--- config.mk ---
export PLATFORM = sky130hd
export DESIGN_NAME = ae_seq_core_flat
export DESIGN_NICKNAME = d
export VERILOG_FILES = /design/src/rtl/ae_seq_core_if.sv /design/src/rtl/ae_seq_core.sv /design/src/flat_wrapper.sv
export SDC_FILE = /design/constraint.sdc
export NUM_CORES = 2
export LEC_CHECK = 0
export BUFFER_PORTS_ARGS = -buffer_cell sky130_fd_sc_hd__buf_2
export CORE_MARGIN = 10
export CORE_UTILIZATION = 25
export DETAILED_ROUTE_END_ITERATION = 7
export PLACE_DENSITY = 0.49
export SLEW_MARGIN = 20
export SYNTH_ARGS = -nofsm -noshare
export SYNTH_HDL_FRONTEND = slang
export SYNTH_SLANG_ARGS = --single-unit
--- constraint.sdc ---
create_clock -name clock -period 29.2 [get_ports clock]
set_clock_uncertainty 0.05 [all_clocks]
set_input_delay 7.3 -clock clock [delete_from_list [all_inputs] [get_ports clock]]
set_output_delay 7.3 -clock clock [all_outputs]
set_load 0.1 [all_outputs]
--- src/rtl/ae_seq_core_if.sv ---
// Host bus for ae_seq_core: program load, register access, start/done.
// master = host side, slave = core side; clock and reset are separate ports.
interface ae_seq_core_if #(
    parameter int DATA_W     = 16,
    parameter int PROG_DEPTH = 64
);
    localparam int AW = $clog2(PROG_DEPTH);

    logic              prog_we;
    logic [AW-1:0]     prog_addr;
    logic [15:0]       prog_data;
    logic              reg_we;
    logic [3:0]        reg_addr;
    logic [DATA_W-1:0] reg_wdata;
    logic [DATA_W-1:0] reg_rdata;
    logic              start;
    logic              busy;
    logic              done;
    logic              err;

    modport master (
        output prog_we, prog_addr, prog_data,
        output reg_we, reg_addr, reg_wdata,
        output start,
        input  reg_rdata, busy, done, err
    );

    modport slave (
        input  prog_we, prog_addr, prog_data,
        input  reg_we, reg_addr, reg_wdata,
        input  start,
        output reg_rdata, busy, done, err
    );
endinterface

--- src/rtl/ae_seq_core.sv ---
// Sequenced fixed-point compute core: 16-entry register file, program memory,
// saturating ALU/activation unit and a fetch/exec/writeback FSM.
// Ports: clock, reset (sync, active-high), bus (ae_seq_core_if.slave).
module ae_seq_core #(
    parameter int DATA_W     = 16,
    parameter int FRAC_W     = 8,
    parameter int PROG_DEPTH = 64
) (
    input  logic          clock,
    input  logic          reset,
    ae_seq_core_if.slave  bus
);
    localparam int AW = $clog2(PROG_DEPTH);
    // One guard bit above the full product keeps MAC sums exact.
    localparam int PW = 2 * DATA_W + 1;
    localparam logic [AW-1:0] LAST = AW'(PROG_DEPTH - 1);

    localparam logic signed [PW-1:0] MAXV =
        {{(PW-DATA_W+1){1'b0}}, {(DATA_W-1){1'b1}}};
    localparam logic signed [PW-1:0] MINV =
        {{(PW-DATA_W+1){1'b1}}, {(DATA_W-1){1'b0}}};
    localparam logic signed [PW-1:0] ONE =
        {{(PW-FRAC_W-1){1'b0}}, 1'b1, {FRAC_W{1'b0}}};
    localparam logic signed [PW-1:0] HALF =
        {{(PW-FRAC_W){1'b0}}, 1'b1, {(FRAC_W-1){1'b0}}};

    typedef enum logic [2:0] {
        S_IDLE,
        S_FETCH,
        S_EXEC,
        S_WB,
        S_DONE
    } state_t;

    state_t state_q, state_d;

    logic [15:0]       prog_mem [PROG_DEPTH];
    logic [DATA_W-1:0] rf [16];

    logic [AW-1:0]     pc_q;
    logic [15:0]       ir_q;
    logic [DATA_W-1:0] res_q;
    logic              wb_en_q;
    logic              err_q;
    logic [DATA_W-1:0] rdata_q;

    logic [3:0] op, s1, s2, dst;
    assign op  = ir_q[15:12];
    assign s1  = ir_q[11:8];
    assign s2  = ir_q[7:4];
    assign dst = ir_q[3:0];

    logic halt, illegal, writes;
    assign halt    = (op == 4'hF);
    assign illegal = op[3] && !halt;
    assign writes  = !op[3] && (op != 4'h0);

    logic signed [DATA_W-1:0]   a, b, d;
    logic signed [2*DATA_W-1:0] prod;
    logic signed [PW-1:0]       a_x, b_x, d_x, prod_x, prod_sh;
    logic signed [PW-1:0]       sum, diff, mac, sig;
    logic [DATA_W-1:0]          alu;

    assign a = rf[s1];
    assign b = rf[s2];
    assign d = rf[dst];

    assign a_x    = $signed({{(PW-DATA_W){a[DATA_W-1]}}, a});
    assign b_x    = $signed({{(PW-DATA_W){b[DATA_W-1]}}, b});
    assign d_x    = $signed({{(PW-DATA_W){d[DATA_W-1]}}, d});
    assign prod   = a * b;
    assign prod_x = $signed({prod[2*DATA_W-1], prod});
    // Arithmetic shift gives floor rounding of the fixed-point product.
    assign prod_sh = prod_x >>> FRAC_W;
    assign sum     = a_x + b_x;
    assign diff    = a_x - b_x;
    assign mac     = d_x + prod_sh;
    assign sig     = (a_x >>> 2) + HALF;

    function automatic logic [DATA_W-1:0] sat(input logic signed [PW-1:0] v);
        if (v > MAXV) return MAXV[DATA_W-1:0];
        if (v < MINV) return MINV[DATA_W-1:0];
        return v[DATA_W-1:0];
    endfunction

    always_comb begin
        alu = '0;
        case (op)
            4'h1: alu = sat(sum);
            4'h2: alu = sat(diff);
            4'h3: alu = sat(prod_sh);
            4'h4: alu = a[DATA_W-1] ? '0 : a;
            4'h5: alu = (!a[DATA_W-1] && a != '0) ? ONE[DATA_W-1:0] : '0;
            4'h6: begin
                if (sig < 0)        alu = '0;
                else if (sig > ONE) alu = ONE[DATA_W-1:0];
                else                alu = sig[DATA_W-1:0];
            end
            4'h7: alu = sat(mac);
            default: alu = '0;
        endcase
    end

    always_ff @(posedge clock) begin
        if (reset) state_q <= S_IDLE;
        else       state_q <= state_d;
    end

    always_comb begin
        state_d = state_q;
        case (state_q)
            S_IDLE:  if (bus.start) state_d = S_FETCH;
            S_FETCH: state_d = S_EXEC;
            S_EXEC:  state_d = (halt || illegal) ? S_DONE : S_WB;
            S_WB:    state_d = (pc_q == LAST) ? S_DONE : S_FETCH;
            S_DONE:  state_d = S_IDLE;
            default: state_d = S_IDLE;
        endcase
    end

    always_ff @(posedge clock) begin
        if (reset) begin
            pc_q    <= '0;
            ir_q    <= '0;
            res_q   <= '0;
            wb_en_q <= 1'b0;
            err_q   <= 1'b0;
            rdata_q <= '0;
        end else begin
            rdata_q <= rf[bus.reg_addr];
            case (state_q)
                S_IDLE: begin
                    if (bus.start) begin
                        pc_q  <= '0;
                        err_q <= 1'b0;
                    end
                end
                S_FETCH: ir_q <= prog_mem[pc_q];
                S_EXEC: begin
                    res_q   <= alu;
                    wb_en_q <= writes;
                    if (illegal) err_q <= 1'b1;
                end
                S_WB: begin
                    // No wrap past the last word: that is a runaway program.
                    if (pc_q == LAST) err_q <= 1'b1;
                    else              pc_q  <= pc_q + AW'(1);
                end
                default: ;
            endcase
        end
    end

    // Host and core never write in the same cycle: host only in IDLE.
    logic              rf_we;
    logic [3:0]        rf_waddr;
    logic [DATA_W-1:0] rf_wdata;

    always_comb begin
        rf_we    = 1'b0;
        rf_waddr = bus.reg_addr;
        rf_wdata = bus.reg_wdata;
        if (state_q == S_WB && wb_en_q) begin
            rf_we    = 1'b1;
            rf_waddr = dst;
            rf_wdata = res_q;
        end else if (state_q == S_IDLE && bus.reg_we) begin
            rf_we = 1'b1;
        end
    end

    always_ff @(posedge clock) begin
        if (!reset && state_q == S_IDLE && bus.prog_we)
            prog_mem[bus.prog_addr] <= bus.prog_data;
        if (!reset && rf_we)
            rf[rf_waddr] <= rf_wdata;
    end

    assign bus.busy      = (state_q != S_IDLE);
    assign bus.done      = (state_q == S_DONE);
    assign bus.err       = err_q;
    assign bus.reg_rdata = rdata_q;
endmodule

--- src/flat_wrapper.sv ---
// flat-port wrapper written by rule: the top's interface ports become plain ports
module ae_seq_core_flat 
#(
    parameter int DATA_W     = 16,
    parameter int FRAC_W     = 8,
    parameter int PROG_DEPTH = 64
)
  (clock, reset, bus_prog_we, bus_prog_addr, bus_prog_data, bus_reg_we, bus_reg_addr, bus_reg_wdata, bus_start, bus_reg_rdata, bus_busy, bus_done, bus_err);
  ae_seq_core_if #(.DATA_W(DATA_W), .PROG_DEPTH(PROG_DEPTH)) bus_i ();
  input  logic clock;
  input  logic reset;
  input wire logic [$bits(bus_i.prog_we)-1:0] bus_prog_we;
  input wire logic [$bits(bus_i.prog_addr)-1:0] bus_prog_addr;
  input wire logic [$bits(bus_i.prog_data)-1:0] bus_prog_data;
  input wire logic [$bits(bus_i.reg_we)-1:0] bus_reg_we;
  input wire logic [$bits(bus_i.reg_addr)-1:0] bus_reg_addr;
  input wire logic [$bits(bus_i.reg_wdata)-1:0] bus_reg_wdata;
  input wire logic [$bits(bus_i.start)-1:0] bus_start;
  output wire logic [$bits(bus_i.reg_rdata)-1:0] bus_reg_rdata;
  output wire logic [$bits(bus_i.busy)-1:0] bus_busy;
  output wire logic [$bits(bus_i.done)-1:0] bus_done;
  output wire logic [$bits(bus_i.err)-1:0] bus_err;
  assign bus_i.prog_we = bus_prog_we;
  assign bus_i.prog_addr = bus_prog_addr;
  assign bus_i.prog_data = bus_prog_data;
  assign bus_i.reg_we = bus_reg_we;
  assign bus_i.reg_addr = bus_reg_addr;
  assign bus_i.reg_wdata = bus_reg_wdata;
  assign bus_i.start = bus_start;
  assign bus_reg_rdata = bus_i.reg_rdata;
  assign bus_busy = bus_i.busy;
  assign bus_done = bus_i.done;
  assign bus_err = bus_i.err;
  ae_seq_core #(.DATA_W(DATA_W), .FRAC_W(FRAC_W), .PROG_DEPTH(PROG_DEPTH)) u_core (.clock(clock), .reset(reset), .bus(bus_i));
endmodule
Yosys cells after proc, flatten, opt, wreduce, memory -nomap -nowiden
Memories as Yosys holds them, arrays and structs flattened. A register that Yosys moved wholly into a read port is not among the register bits.
Cells that the tools add are included.

cells by class
  add/subtract/negate cells = 5
  reductions and logical operators = 21
  equality and inequality tests = 17
  mux-type cells = 60
  $mul = 1
  magnitude comparators = 10

operators by type and width
  kind                     number
  $mux W16                 19
  $pmux W16 S7             1
  $gt A33 B16 Y1 const B   3
  $lt A33 B16 Y1 const B   3
  $gt A33 B10 Y1 const B   1
  $lt A33 B1 Y1 const B    1
  $mul A16 B16 Y32         1
  $mux W1                  29
  $add A16 B24 Y25         1
  $gt A24 B16 Y1 const B   1
  $lt A24 B16 Y1 const B   1
  $add A16 B16 Y17         1
  $sub A16 B16 Y17         1
  $eq A4 B3 Y1 const B     4
  $reduce_bool A16 Y1      1
  $add A14 B9 Y15 const B  1
  $mux W15                 1
  $mux W6                  2
  $pmux W3 S4              1
  $pmux W6 S2              1
  $mux W3                  3
  $mux W9                  1
  $eq A4 B2 Y1 const B     2
  $logic_and A1 B1 Y1      8
  19 further kinds         26

storage, ports and cells
  word-level logic and storage cells = 121
  memories = 2
  bits in registers = 27
  input bits = 47
  output and inout bits = 19
  RAM bits = 1280

memory list
  memory           words  bits a word  rd ports  clocked after Yosys merged registers in  write ports  RTL line           text
  u_core.prog_mem  64     16           1         1                                        1            ae_seq_core.sv:37  logic [15:0] prog_mem [PROG_DEPTH];
  u_core.rf        16     16           4         1                                        1            ae_seq_core.sv:38  logic [DATA_W-1:0] rf [16];

Logic depth before layout (Yosys ltp)
An unclocked memory read counts as a cell.

  word-level depth = 11
  mapped depth = 45
  gate-level depth less buffers = 39

Least setup slack after synthesis
OpenSTA, ideal clock, no wires.

  path kind = reg2reg
  start point = register u_core.ir_q[4] (read register of u_core.prog_mem)
  end point = register u_core.res_q[10]
  path buffers = 7
  period minus slack after synthesis = 11.310 ns
  arrival time = 11.169 ns
  required time = 29.059 ns
  library setup time = 0.091 ns
  cell stages (with the launch flop) = 40
  slack = 17.890 ns
  path through = dfxtp_1 buf_2 buf_1 buf_1 clkbuf_1 mux4_2 mux2i_1 nand2_1 o21ai_1 clkbuf_1 nor2_1 fa_1 inv_1 fa_1 fa_1 inv_1 fa_1 fa_1 (+4 left out) a21oi_1 o221ai_1 a31oi_1 a211oi_1 or4_1 and2_1 ha_1 a21oi_1 o22ai_1 o21a_1 a311oi_1 a21oi_1 xnor2_1 or4_1 o21ai_0 clkbuf_1 o21ai_0 a311oi_1

between the ends
  word-level cells in the longest chain between the ends = 10
  elaborated cells on any way between the ends = 46
  classes of those cells = 3 x add/sub; 1 x mul; 8 x order compare; 33 x mux; 1 x memory

RTL lines
  element                RTL line            text
  from (decl)            ae_seq_core.sv:41   logic [15:0] ir_q;
  $mem_v2 Z16 W16 *      --
  $mul A16 B16 Y32       ae_seq_core.sv:71   assign prod = a * b;
  $add A16 B24 Y25       ae_seq_core.sv:77   assign mac = d_x + prod_sh;
  $lt A33 B16 Y1         ae_seq_core.sv:82   if (v < MINV) return MINV[DATA_W-1:0];
  $mux W1 (2 in series)  ae_seq_core.sv:82
  $mux W1                ae_seq_core.sv:88   case (op)
  $mux W16               ae_seq_core.sv:83   return v[DATA_W-1:0];
  $mux W16               ae_seq_core.sv:82
  $pmux W16 S7 *         ae_seq_core.sv:88
  to (signal assigned)   ae_seq_core.sv:140  res_q <= alu;
  to (decl)              ae_seq_core.sv:42   logic [DATA_W-1:0] res_q;

Every way passes the cells marked *; elsewhere a longest branch is shown, timed or not. The select of a mux whose other input is x is not followed.
A chain may end at the register's enable or synchronous reset.

Worst setup path in the final report
  start point = register u_core.ir_q[9] (read register of u_core.prog_mem)
  end point = register u_core.res_q[4]

Same word-level chain as after synthesis.

==> run metrics <==
1st-iter DRT viols=3755; Final setup viols=0; Netlist cell types=84; RD Place Congestion=0.8701; critical path's largest stage delay=0.73 ns; reg2reg setup slack=16.92 ns; CP Data Arrival Time=12.91 ns; Max-cap violations=0; clock buffer depth=4; final cell count without fillers=8182; Congestion Overflow GR=0; Final Hold Vio Count=0; total CTS buffers=145; Post-Synthesis Cells=4237; synth-to-layout area growth=13.76%; Skew-Pair Late Insertion Delay=0.79 ns; CTS tree=built; Synth Flop Type=edfxtp_1; placed insts=7933; Final Hold Slack=0.4096 ns; share of cells above drive strength 1=0.2567; FP Rows=194; register area share after synthesis=0.5632; Die Width=550.5 um; HP Class=reg2reg; Final period util=0.4206; vias=39836; Yosys warnings=0; nets@finish=4809; largest net degree at the start of global routing=127; CP max stage cell=buf_4; Post-synth EDFFs=1280; initial antenna violation count=10; mean routed wirelength per cell=25.68 um; # hold bufs at CTS=0; die area=303000 sq um; Tot GR Track Use=0.1356; DR vias/cell=4.869; # H-tree levels=4; Post-CTS Setup Bufs=0; Worst Setup End Kind=flip-flop; WP data required=29.83 ns; final setup TNS=0 ns; total wire length=210100 um; syn nets=4690; io pins=66; DR pass1 iterations=5; crit path kind=reg2reg; # port buffers=65; RSZ-0062 raised after global routing=no; syn avg cell area=16.60 sq um; Antenna Nets Post-Route=0; # resized after CTS=0; Period minus WS final=12.28 ns; Worst-path clk slew=0.06 ns; startpoint types=flip-flop; Final Max Slew Viols=0; Initial Util=0.2516; mapped cell area=70340 sq um; dpl hpwl=136400 um; Async SR Flop Fraction=0; worst-path maximum fanout=51; crit-path most repeated cell=fa_1; Core ar.=279600 sq um; Slew @ Worst Pin=1.134 ns; vias in the first global route=41294; Seq cells post-synth=1339; run status=completed; first-pass GRT wire length=303400 um; Rel. slew slack=0.2371; final core occ=0.2862; Achievable Freq=0.08142 GHz; root buf cell=clkbuf_16; # clock sinks=1339; drt drc=0; Die H=550.5 um
-- registers in the layout, summed over array words and instances (netlist names) --
name and count:
u_core.rf 256, u_core.res_q 16, u_core.bus.err 1, u_core.pc_q 6, u_core.prog_mem 1024, u_core.bus.reg_rdata 16, u_core.state_q 3, u_core.ir_q 16
u_core.wb_en_q 1
-- metrics by stage --
step	worst slack (ns)	area [sq um]
2_1_floorplan	17.89	70350
3_3_place_gp	17.25	75710
3_5_place_dp	17.12	75720
4_1_cts	17.07	79990
5_1_grt	16.37	80010
6_report	16.92	80030
-- final timing paths --
path | startpoint | end | cells past startpoint
setup / recovery | u_core.ir_q[9]$_SDFFE_PP0P_ | u_core.res_q[4]$_SDFFE_PP0P_ | 36
hold / removal | u_core.ir_q[2]$_SDFFE_PP0P_ | u_core.ir_q[2]$_SDFFE_PP0P_ | 2
setup reg to reg | u_core.ir_q[9]$_SDFFE_PP0P_ | u_core.res_q[4]$_SDFFE_PP0P_ | 36
hold reg to reg | u_core.ir_q[2]$_SDFFE_PP0P_ | u_core.ir_q[2]$_SDFFE_PP0P_ | 2
-- kinds of logic (layout without fill, tap and decap cells) --
group	after synthesis	after routing	synth area share
AO/OA/AOI/OAI	394	394	0.03637
adder cells (fa/ha/maj)	406	406	0.1004
flip-flops	1339	1339	0.5632
XOR/XNOR	63	63	0.007844
buffers and inverters	575	791	0.03127
multiplexers	685	685	0.2111
other	0	5	0
AND/OR/NAND/NOR	775	775	0.04980
-- Yosys cell counts, types with 12 or more instances --
cell type     n  share of area
a211oi_1     12         0.0013
a21o_1       23         0.0025
a21oi_1     109         0.0078
a311oi_1     16         0.0020
a31oi_1      12         0.0011
and2_1       15         0.0013
and3_1       15         0.0013
buf_1        59         0.0031
clkbuf_1    157         0.0084
dfxtp_1      59          0.017
edfxtp_1   1280           0.55
fa_1        264          0.075
ha_1        142          0.025
inv_1       330          0.018
mux2_2       20         0.0032
mux2i_1      28         0.0040
mux4_2      637           0.20
nand2_1     264          0.014
nand2b_1     19         0.0017
nand3_1      30         0.0021
nor2_1      281          0.015
nor2b_1      52         0.0046
nor3_1       22         0.0016
o21ai_0      82         0.0058
o21ai_1      13        0.00092
o21bai_1     13         0.0014
o22ai_1      13         0.0012
or3_1        14         0.0012
xnor2_1      48         0.0060
xor2_1       15         0.0019
-- worst max-delay path: cells and delay by family, from the launching register on --
kind	cells	cell delay [ns]
xor gates and xnor gates	1	0.18
AOI/OAI and AO/OA	14	3.43
buffers and inverters	8	2.22
and+or+nand+nor	2	0.67
muxes	2	0.69
adders and majority gates	9	4.28
DFF	1	0.51
-- layout by cell type, fill, tap and decap left out, drive strengths merged, types with 16 or more instances in the layout --
cell type and instances:
a21o 23, clkbuf 180, xnor2 48, buf 205, nor2b 52, clkinv 61
nor2 282, dfxtp 59, mux2 20, edfxtp 1280, nor3 22, nand3 30
inv 336, o21ai 96, a311oi 16, nand2b 19, nand2 264, fa 264
ha 142, mux4 637, and3 16, a21oi 110, mux2i 28
-- routing by layer --
layer | share of wire | wire length, um | vias to the layer above | GRT usage
li1 | - | - | 16724 | -
met1 | 0.43 | 90800 | 21451 | 0.1868
met2 | 0.49 | 102300 | 1402 | 0.2273
met3 | 0.061 | 12780 | 255 | 0.02130
met4 | 0.020 | 4172 | 4 | 0.02724
met5 | 0.00015 | 31 | - | 0
-- layout make-up --
cell class / instances / area [sq um]
inverter: 342 / 1284
sequential: 1339 / 39660
timing repair buffer: 205 / 1436
tap: 3724 / 4659
antenna: 5 / 12.51
fill: 27964 / 199600
multi-input combinational: 2323 / 28700
clock buffer: 180 / 3781
clock inverter: 64 / 489.2
Power is not shown: default switching activity piles up to over one toggle a cycle in this logic, so the estimate is an artifact.
